[src/rtl/weight_seq_ctrl.sv]
`default_nettype none
// ============================================================================
// weight_seq_ctrl : walks weight ROM / input buffer per neuron, drives MAC
//                   strobes and hands each neuron result to the activation stage
// Rev 1.0
// ============================================================================
module weight_seq_ctrl #(
    parameter int NUM_INPUTS  = 4,
    parameter int NUM_NEURONS = 2,
    parameter int ADDR_WIDTH  = 3,
    parameter int IN_WIDTH    = 2,
    parameter int IDX_WIDTH   = 1
) (
    input  logic                  clk,
    input  logic                  rst,
    input  logic                  start,
    input  logic                  hold,
    input  logic                  out_ack,
    output logic                  rom_en,
    output logic [ADDR_WIDTH-1:0] rom_addr,
    output logic [IN_WIDTH-1:0]   in_addr,
    output logic                  mac_clr,
    output logic                  mac_valid,
    output logic                  mac_last,
    output logic                  out_req,
    output logic [IDX_WIDTH-1:0]  neuron_idx,
    output logic                  busy,
    output logic                  done
);

    typedef enum logic [2:0] {
        S_IDLE     = 3'd0,
        S_CLEAR    = 3'd1,
        S_FETCH    = 3'd2,
        S_FLUSH    = 3'd3,
        S_WAIT_OUT = 3'd4,
        S_DONE     = 3'd5
    } state_t;

    localparam logic [IN_WIDTH-1:0]   c_last_k = IN_WIDTH'(NUM_INPUTS - 1);
    localparam logic [IDX_WIDTH-1:0]  c_last_n = IDX_WIDTH'(NUM_NEURONS - 1);
    localparam logic [ADDR_WIDTH-1:0] c_stride = ADDR_WIDTH'(NUM_INPUTS);

    state_t                  state_q, state_d;
    logic [ADDR_WIDTH-1:0]   base_q, base_d;
    logic [IDX_WIDTH-1:0]    neuron_q, neuron_d;
    logic                    rom_en_q, rom_en_d;
    logic [ADDR_WIDTH-1:0]   rom_addr_q, rom_addr_d;
    logic [IN_WIDTH-1:0]     in_addr_q, in_addr_d;
    logic                    mac_clr_q, mac_clr_d;
    logic                    mac_valid_q, mac_valid_d;
    logic                    mac_last_q, mac_last_d;
    logic                    out_req_q, out_req_d;
    logic                    busy_q, busy_d;
    logic                    done_q, done_d;
    logic                    w_last_issued;

    // The address registers double as the issue counter: in_addr_q is the k
    // most recently issued, and stays frozen while hold stalls the walk.
    assign w_last_issued = rom_en_q && (in_addr_q == c_last_k);

    always_comb begin
        state_d     = state_q;
        base_d      = base_q;
        neuron_d    = neuron_q;
        rom_en_d    = 1'b0;
        rom_addr_d  = rom_addr_q;
        in_addr_d   = in_addr_q;
        mac_valid_d = rom_en_q;
        mac_last_d  = w_last_issued;

        case (state_q)
            S_IDLE: begin
                if (start) begin
                    state_d  = S_CLEAR;
                    neuron_d = '0;
                    base_d   = '0;
                end
            end
            S_CLEAR: begin
                state_d    = S_FETCH;
                rom_en_d   = 1'b1;
                rom_addr_d = base_q;
                in_addr_d  = '0;
            end
            S_FETCH: begin
                if (w_last_issued) begin
                    state_d = S_FLUSH;
                end else if (!hold) begin
                    rom_en_d   = 1'b1;
                    rom_addr_d = rom_addr_q + ADDR_WIDTH'(1);
                    in_addr_d  = in_addr_q + IN_WIDTH'(1);
                end
            end
            S_FLUSH: begin
                state_d = S_WAIT_OUT;
            end
            S_WAIT_OUT: begin
                if (out_ack) begin
                    if (neuron_q == c_last_n) begin
                        state_d = S_DONE;
                    end else begin
                        state_d  = S_CLEAR;
                        neuron_d = neuron_q + IDX_WIDTH'(1);
                        base_d   = base_q + c_stride;
                    end
                end
            end
            S_DONE: begin
                state_d  = S_IDLE;
                neuron_d = '0;
            end
            default: begin
                state_d = S_IDLE;
            end
        endcase

        mac_clr_d = (state_d == S_CLEAR);
        out_req_d = (state_d == S_WAIT_OUT);
        busy_d    = (state_d != S_IDLE);
        done_d    = (state_d == S_DONE);
    end

    always_ff @(posedge clk) begin
        if (rst) begin
            state_q     <= S_IDLE;
            base_q      <= '0;
            neuron_q    <= '0;
            rom_en_q    <= 1'b0;
            rom_addr_q  <= '0;
            in_addr_q   <= '0;
            mac_clr_q   <= 1'b0;
            mac_valid_q <= 1'b0;
            mac_last_q  <= 1'b0;
            out_req_q   <= 1'b0;
            busy_q      <= 1'b0;
            done_q      <= 1'b0;
        end else begin
            state_q     <= state_d;
            base_q      <= base_d;
            neuron_q    <= neuron_d;
            rom_en_q    <= rom_en_d;
            rom_addr_q  <= rom_addr_d;
            in_addr_q   <= in_addr_d;
            mac_clr_q   <= mac_clr_d;
            mac_valid_q <= mac_valid_d;
            mac_last_q  <= mac_last_d;
            out_req_q   <= out_req_d;
            busy_q      <= busy_d;
            done_q      <= done_d;
        end
    end

    assign rom_en     = rom_en_q;
    assign rom_addr   = rom_addr_q;
    assign in_addr    = in_addr_q;
    assign mac_clr    = mac_clr_q;
    assign mac_valid  = mac_valid_q;
    assign mac_last   = mac_last_q;
    assign out_req    = out_req_q;
    assign neuron_idx = neuron_q;
    assign busy       = busy_q;
    assign done       = done_q;

endmodule
`default_nettype wire
[config.mk]
export PLATFORM = sky130hd
export DESIGN_NAME = weight_seq_ctrl
export DESIGN_NICKNAME = d
export VERILOG_FILES = /design/src/rtl/weight_seq_ctrl.sv
export SDC_FILE = /design/constraint.sdc
export NUM_CORES = 1
export LEC_CHECK = 0
export CORE_UTILIZATION = 47
export DETAILED_ROUTE_END_ITERATION = 12
export GPL_ROUTABILITY_DRIVEN = 0
export PLACE_DENSITY = 0.86
export SYNTH_ARGS = -nofsm -noshare
export SYNTH_HDL_FRONTEND = slang
export SYNTH_SLANG_ARGS = --single-unit
[constraint.sdc]
create_clock -name clk -period 1.95 [get_ports clk]
set_clock_uncertainty 0.15 [all_clocks]
set_input_delay 0.39 -clock clk [delete_from_list [all_inputs] [get_ports clk]]
set_output_delay 0.39 -clock clk [all_outputs]
set_load 0.01 [all_outputs]
==> results of run 1 <==
## logic make-up (layout without fill, tap and decap cells)
logic type | after synthesis | after routing
xor gates and xnor gates | 2 | 2
DFF | 17 | 17
AOI/OAI and AO/OA | 13 | 13
muxes | 5 | 5
and+or+nand+nor | 34 | 34
adders and majority gates | 2 | 2
buffers and inverters | 7 | 26
## cell usage after synthesis (3+ instances only)
| cell type | n | share of area (%) |
|---|---|---|
| nand2b_1 | 3 | 2.4 |
| nor2_1 | 10 | 4.8 |
| and2_1 | 5 | 4.0 |
| dfxtp_1 | 17 | 43 |
| mux2i_1 | 5 | 6.4 |
| nor2b_1 | 3 | 2.4 |
| a21oi_1 | 3 | 1.9 |
| inv_1 | 3 | 1.4 |
## cell type report
cell class / instances / area, µm²
clock buffer: 4 / 26.3
fill: 116 / 554
inverter: 3 / 11.3
multi-input combinational: 56 / 404
sequential: 17 / 340
tap: 16 / 20.0
timing repair buffer: 19 / 185
## worst max-delay path by stage
stage | cells after the start | to | start
after global routing | 1 | rom_en | rom_en
after CTS | 1 | rom_en | rom_en
final | 1 | rom_en | rom_en
after global placement | 5 | rom_addr[1] | hold
after detailed placement | 5 | done | out_ack
after floorplan | 5 | in_addr[1] | in_addr[0]
## stage by stage
step                total power, mW  cell area, µm²  util [%]
CTS                           0.689             987      64.0
detailed placement            0.510             961      62.3
global route                  0.722             987      64.0
finish                        0.688             987      64.0
global placement              0.507             961      62.3
floorplan                     0.471             786         -
## power by group
group          switching, mW  internal [mW]  leakage, nW  total, mW
clock                  0.107         0.0796       0.0150      0.186
combinational         0.0537         0.0644        0.229      0.118
sequential            0.0218          0.362        0.138      0.384
## per-layer routing
layer / wire, µm / vias to the layer above
met5: 0 / -
met4: 21 / 0
met3: 76 / 2
met2: 650 / 19
met1: 655 / 270
li1: - / 312
==> metrics.txt, run 1 <==
status complete, no violations; M1 GR Usage 22.8%; commonest non-fill, non-tap cells in the layout 17 x dfxtp_1, 17 x clkdlybuf4s50_1, 10 x nor2_1; dpl ws 0.174 ns; Root Buffer clkbuf_4; origin of the critical flop-to-flop path state_q[0]; drt total wl 1400 µm; Vias 603; setup TNS 0 ns; Required @ worst endpoint 1.41 ns; Post-CTS Setup Repair Bufs 0; NumNets Final 107; IO Pins 18; GR Util met3 3.83%; DIE AREA 1840 µm²; CP Launch Type flop; vias in the first global route 569; Vias/cell 5.24; Crit Path Class flop to output pin; final hold vios 0; clock transition at the registers of the reported paths 0.09 ns; worst-case reg-to-reg path depth 4; post-synthesis instance total 80; Syn Nets 87; Compound-Gate Fraction of Synth Area 13.7%; Yosys warning count 0; Netlist cell types 32; 1st-iter DRT viols 7; Post-synth ARST share 0%; Max Cap Viol 0; TritonCTS clock tree yes; GRT overflow 0; Max clock buf depth 2; PwrDens 697 nW/µm²; Slew Limit Fails 0; fin crit period 1.82 ns; crit path capture type output pin; Mean Syn Cell Area 9.82 µm²; R2R setup slack 0.40 ns; Layout area overhead 25.6%; largest net degree at the start of global routing 12; max_slew headroom 66.4%; register area share after synthesis 43.3%; gr busiest metal met2; antenna viol nets, final 0; RSZ-0062 raised after global routing false; worst path bufs/invs 1; CP Cell Sequence clkdlybuf4s50_1; combinational family with the most area after synthesis simple AND/OR/NAND/NOR gates; simple-gate share of the synthesized area 26.0%; post-synthesis mux area share 6.37%; slowest stage delay, CP 0.57 ns; CTS Buf Count 3; Die Wd 42.9 µm; Placed Cells 111; fin worst setup slack 0.129 ns; Top FF cell, synth dfxtp_1; Final Instance Count excl. Fillers 115; WHS 0.349 ns; CP Max Fanout 4; Initial Utilization 51.0%; layout cell share with drive strength beyond 1 12.1%; CTS sink count 17; VDD IR max 0.393 mV; residual DRC count 0; H-tree depth 1; first-pass GRT wire length 2470 µm; Synth Register Bits 17; Hold Startpoint base_q[2]; maximum clock frequency 549 MHz; EDFF count, synth 0; Final Cycle Share 93.4%; Rows 14; hold_buf cts 0; n_diodes 0; mapped cell area 786 µm²; area share of fa/ha/maj cells after synthesis 3.18%; Slew @ Worst Pin 0.503 ns; CP top delay family buffers and inverters; total track usage 17.8%; Die H 42.9 µm; r2r endpoint rom_addr[2]; Data arrival, critical path 1.28 ns; Worst Hold Depth 2; Detailed Place HPWL 1040 µm; Static Leak 0.382 nW; Worst-Skew Late Latency 0.29 ns; initial antenna violation count 0; hold path endpoint base_q[2]; GR Util met2 27.9%; post-CTS resize count 0; slowest CP cell clkdlybuf4s50_1; TritonRoute pass-1 iters 4; # setup viols final 0; WL/cell 12.2 µm; buffers added on ports 17; Worst Hold Class flop to flop; core area 1540 µm²; fraction of synthesized cell area in xor and xnor cells 2.23%
(Power assumes the default switching activity.)
==> run 2: changes to the inputs <==
- RECOVER_POWER: default -> 50
==> metrics.txt, run 2 (same netlist as run 1, synthesis figures left out) <==
status complete, no violations; Data arrival, critical path 1.28 ns (about the same); PwrDens 704 nW/µm² (+1.1%); Die H 42.9 µm (unchanged); slowest stage delay, CP 0.57 ns (about the same); VDD IR max 0.392 mV (-0.15%); Slew @ Worst Pin 0.479 ns (-0.0244 ns); setup TNS 0 ns (unchanged); switching part of the total power 26.4% (-0.12 points); fin crit period 1.82 ns (+0.000492 ns); worst path bufs/invs 1 (unchanged); antenna viol nets, final 0 (unchanged); post-CTS resize count 0 (unchanged); Max Cap Viol 0 (unchanged); Required @ worst endpoint 1.41 ns (about the same); H-tree depth 1 (unchanged); Final Cycle Share 93.4% (about the same); Crit Path Class flop to output pin; sequential power share 56.2% (+0.4 points); Layout area overhead 23.1%; cell internal pwr 0.502 mW (-0.80%); Max clock buf depth 2 (unchanged); CP Cell Sequence clkdlybuf4s50_1; Slew Limit Fails 0 (unchanged); # setup viols final 0 (unchanged); Vias/cell 5.25 (+0.17%); Filler Cell Count 123 (+6.0%); clock transition at the registers of the reported paths 0.10 ns (about the same); largest net degree at the start of global routing 12 (unchanged); first-pass GRT wire length 2470 µm (unchanged); clock power share 27.1% (about the same); Initial Utilization 51.0% (unchanged); Die Wd 42.9 µm (unchanged); Rows 14 (unchanged); Post-CTS Setup Repair Bufs 0 (unchanged); Static Leak 0.368 nW (-3.8%); vias in the first global route 569 (unchanged); multi-input combinational cell area 392 µm² (-3.1%); CP top delay family buffers and inverters; CP Max Fanout 4 (unchanged); WL/cell 12.2 µm (+0.21%); residual DRC count 0 (unchanged); Register Area 340 µm² (unchanged); initial antenna violation count 0 (unchanged); Root Buffer clkbuf_4; NumNets Final 107 (unchanged); hold_buf cts 0 (unchanged); buffers added on ports 17 (unchanged); slowest CP cell clkdlybuf4s50_1; layout cell share with drive strength beyond 1 7.07% (-5.1 points); Detailed Place HPWL 1040 µm (unchanged); TritonRoute pass-1 iters 4 (unchanged); final hold vios 0 (unchanged); total track usage 17.8% (unchanged); WHS 0.348 ns (-0.00129 ns); 1st-iter DRT viols 4 (-3); CP Launch Type flop; GRT overflow 0 (unchanged); DIE AREA 1840 µm² (unchanged); n_diodes 0 (unchanged); Vias 604 (+0.17%); crit path capture type output pin; core area 1540 µm² (unchanged); NetSw 0.180 mW (-1.4%); commonest non-fill, non-tap cell in the layout dfxtp_1; RSZ-0062 raised after global routing false; CTS sink count 17 (unchanged); Comb power frac 16.7% (-0.5 points); TritonCTS clock tree yes; Worst-Skew Late Latency 0.29 ns (about the same); IO Pins 18 (unchanged); maximum clock frequency 549 MHz (about the same); drt total wl 1410 µm (+0.21%); commonest non-fill, non-tap cells in the layout 17 x dfxtp_1, 16 x clkdlybuf4s50_1, 11 x nor2_1; Worst Hold Class flop to flop; max_slew headroom 68.1% (+1.6 points); CTS Buf Count 3 (unchanged)
-- run 2: cell types whose count changed in the layout (fill, tap and decap cells not counted), sizes merged --
cell	delta
dlygate4sd3	+1
clkbuf	+2
clkdlybuf4s50	-1
buf	-2
-- run 2: cell type report --
class | count | share of cell area, %
Multi-Input combinational cell | 56 | 40.5
Timing Repair Buffer | 19 | 18.4
Tap cell | 16 | 2.07
Sequential cell | 17 | 35.2
Inverter | 3 | 1.16
Clock buffer | 4 | 2.72
-- run 2: power groups by stage --
stage	Combinational, mW	Sequential (mW)	Clock, mW
after floorplan	0.0875	0.384	0
after global placement	0.115	0.391	0
after detailed placement	0.118	0.392	0
after CTS	0.119	0.384	0.187
after global routing	0.125	0.386	0.205
final	0.114	0.383	0.185
-- run 2: through the flow --
| stage | instances | power [mW] | util (%) | cell area, µm² | setup slack, ns |
|---|---|---|---|---|---|
| detailed placement | 111 | 0.510 | 62.3 | 961 | 0.174 |
| finish | 115 | 0.681 | 62.7 | 967 | 0.128 |
| CTS | 115 | 0.689 | 64.0 | 987 | 0.126 |
| global route | 115 | 0.716 | 62.7 | 967 | 0.0822 |
| global placement | 111 | 0.507 | 62.3 | 961 | 0.208 |
| floorplan | 80 | 0.471 | - | 786 | 0.493 |
-- run 2: worst paths after layout --
kind / from / end / slack [ns] / depth (start not counted)
setup / recovery: rom_en / rom_en / 0.13 / 1
hold / removal: base_q[2] / base_q[2] / 0.35 / 2
setup reg to reg: state_q[0] / done / 0.32 / 4
hold reg to reg: base_q[2] / base_q[2] / 0.35 / 2
-- run 2: per-layer routing --
metal	track usage [%]	vias up	part of all wire [%]
li1	-	312	-
met1	22.8	271	48
met2	27.9	17	46
met3	3.83	4	4.2
met4	9.38	0	2.3
met5	0	-	0
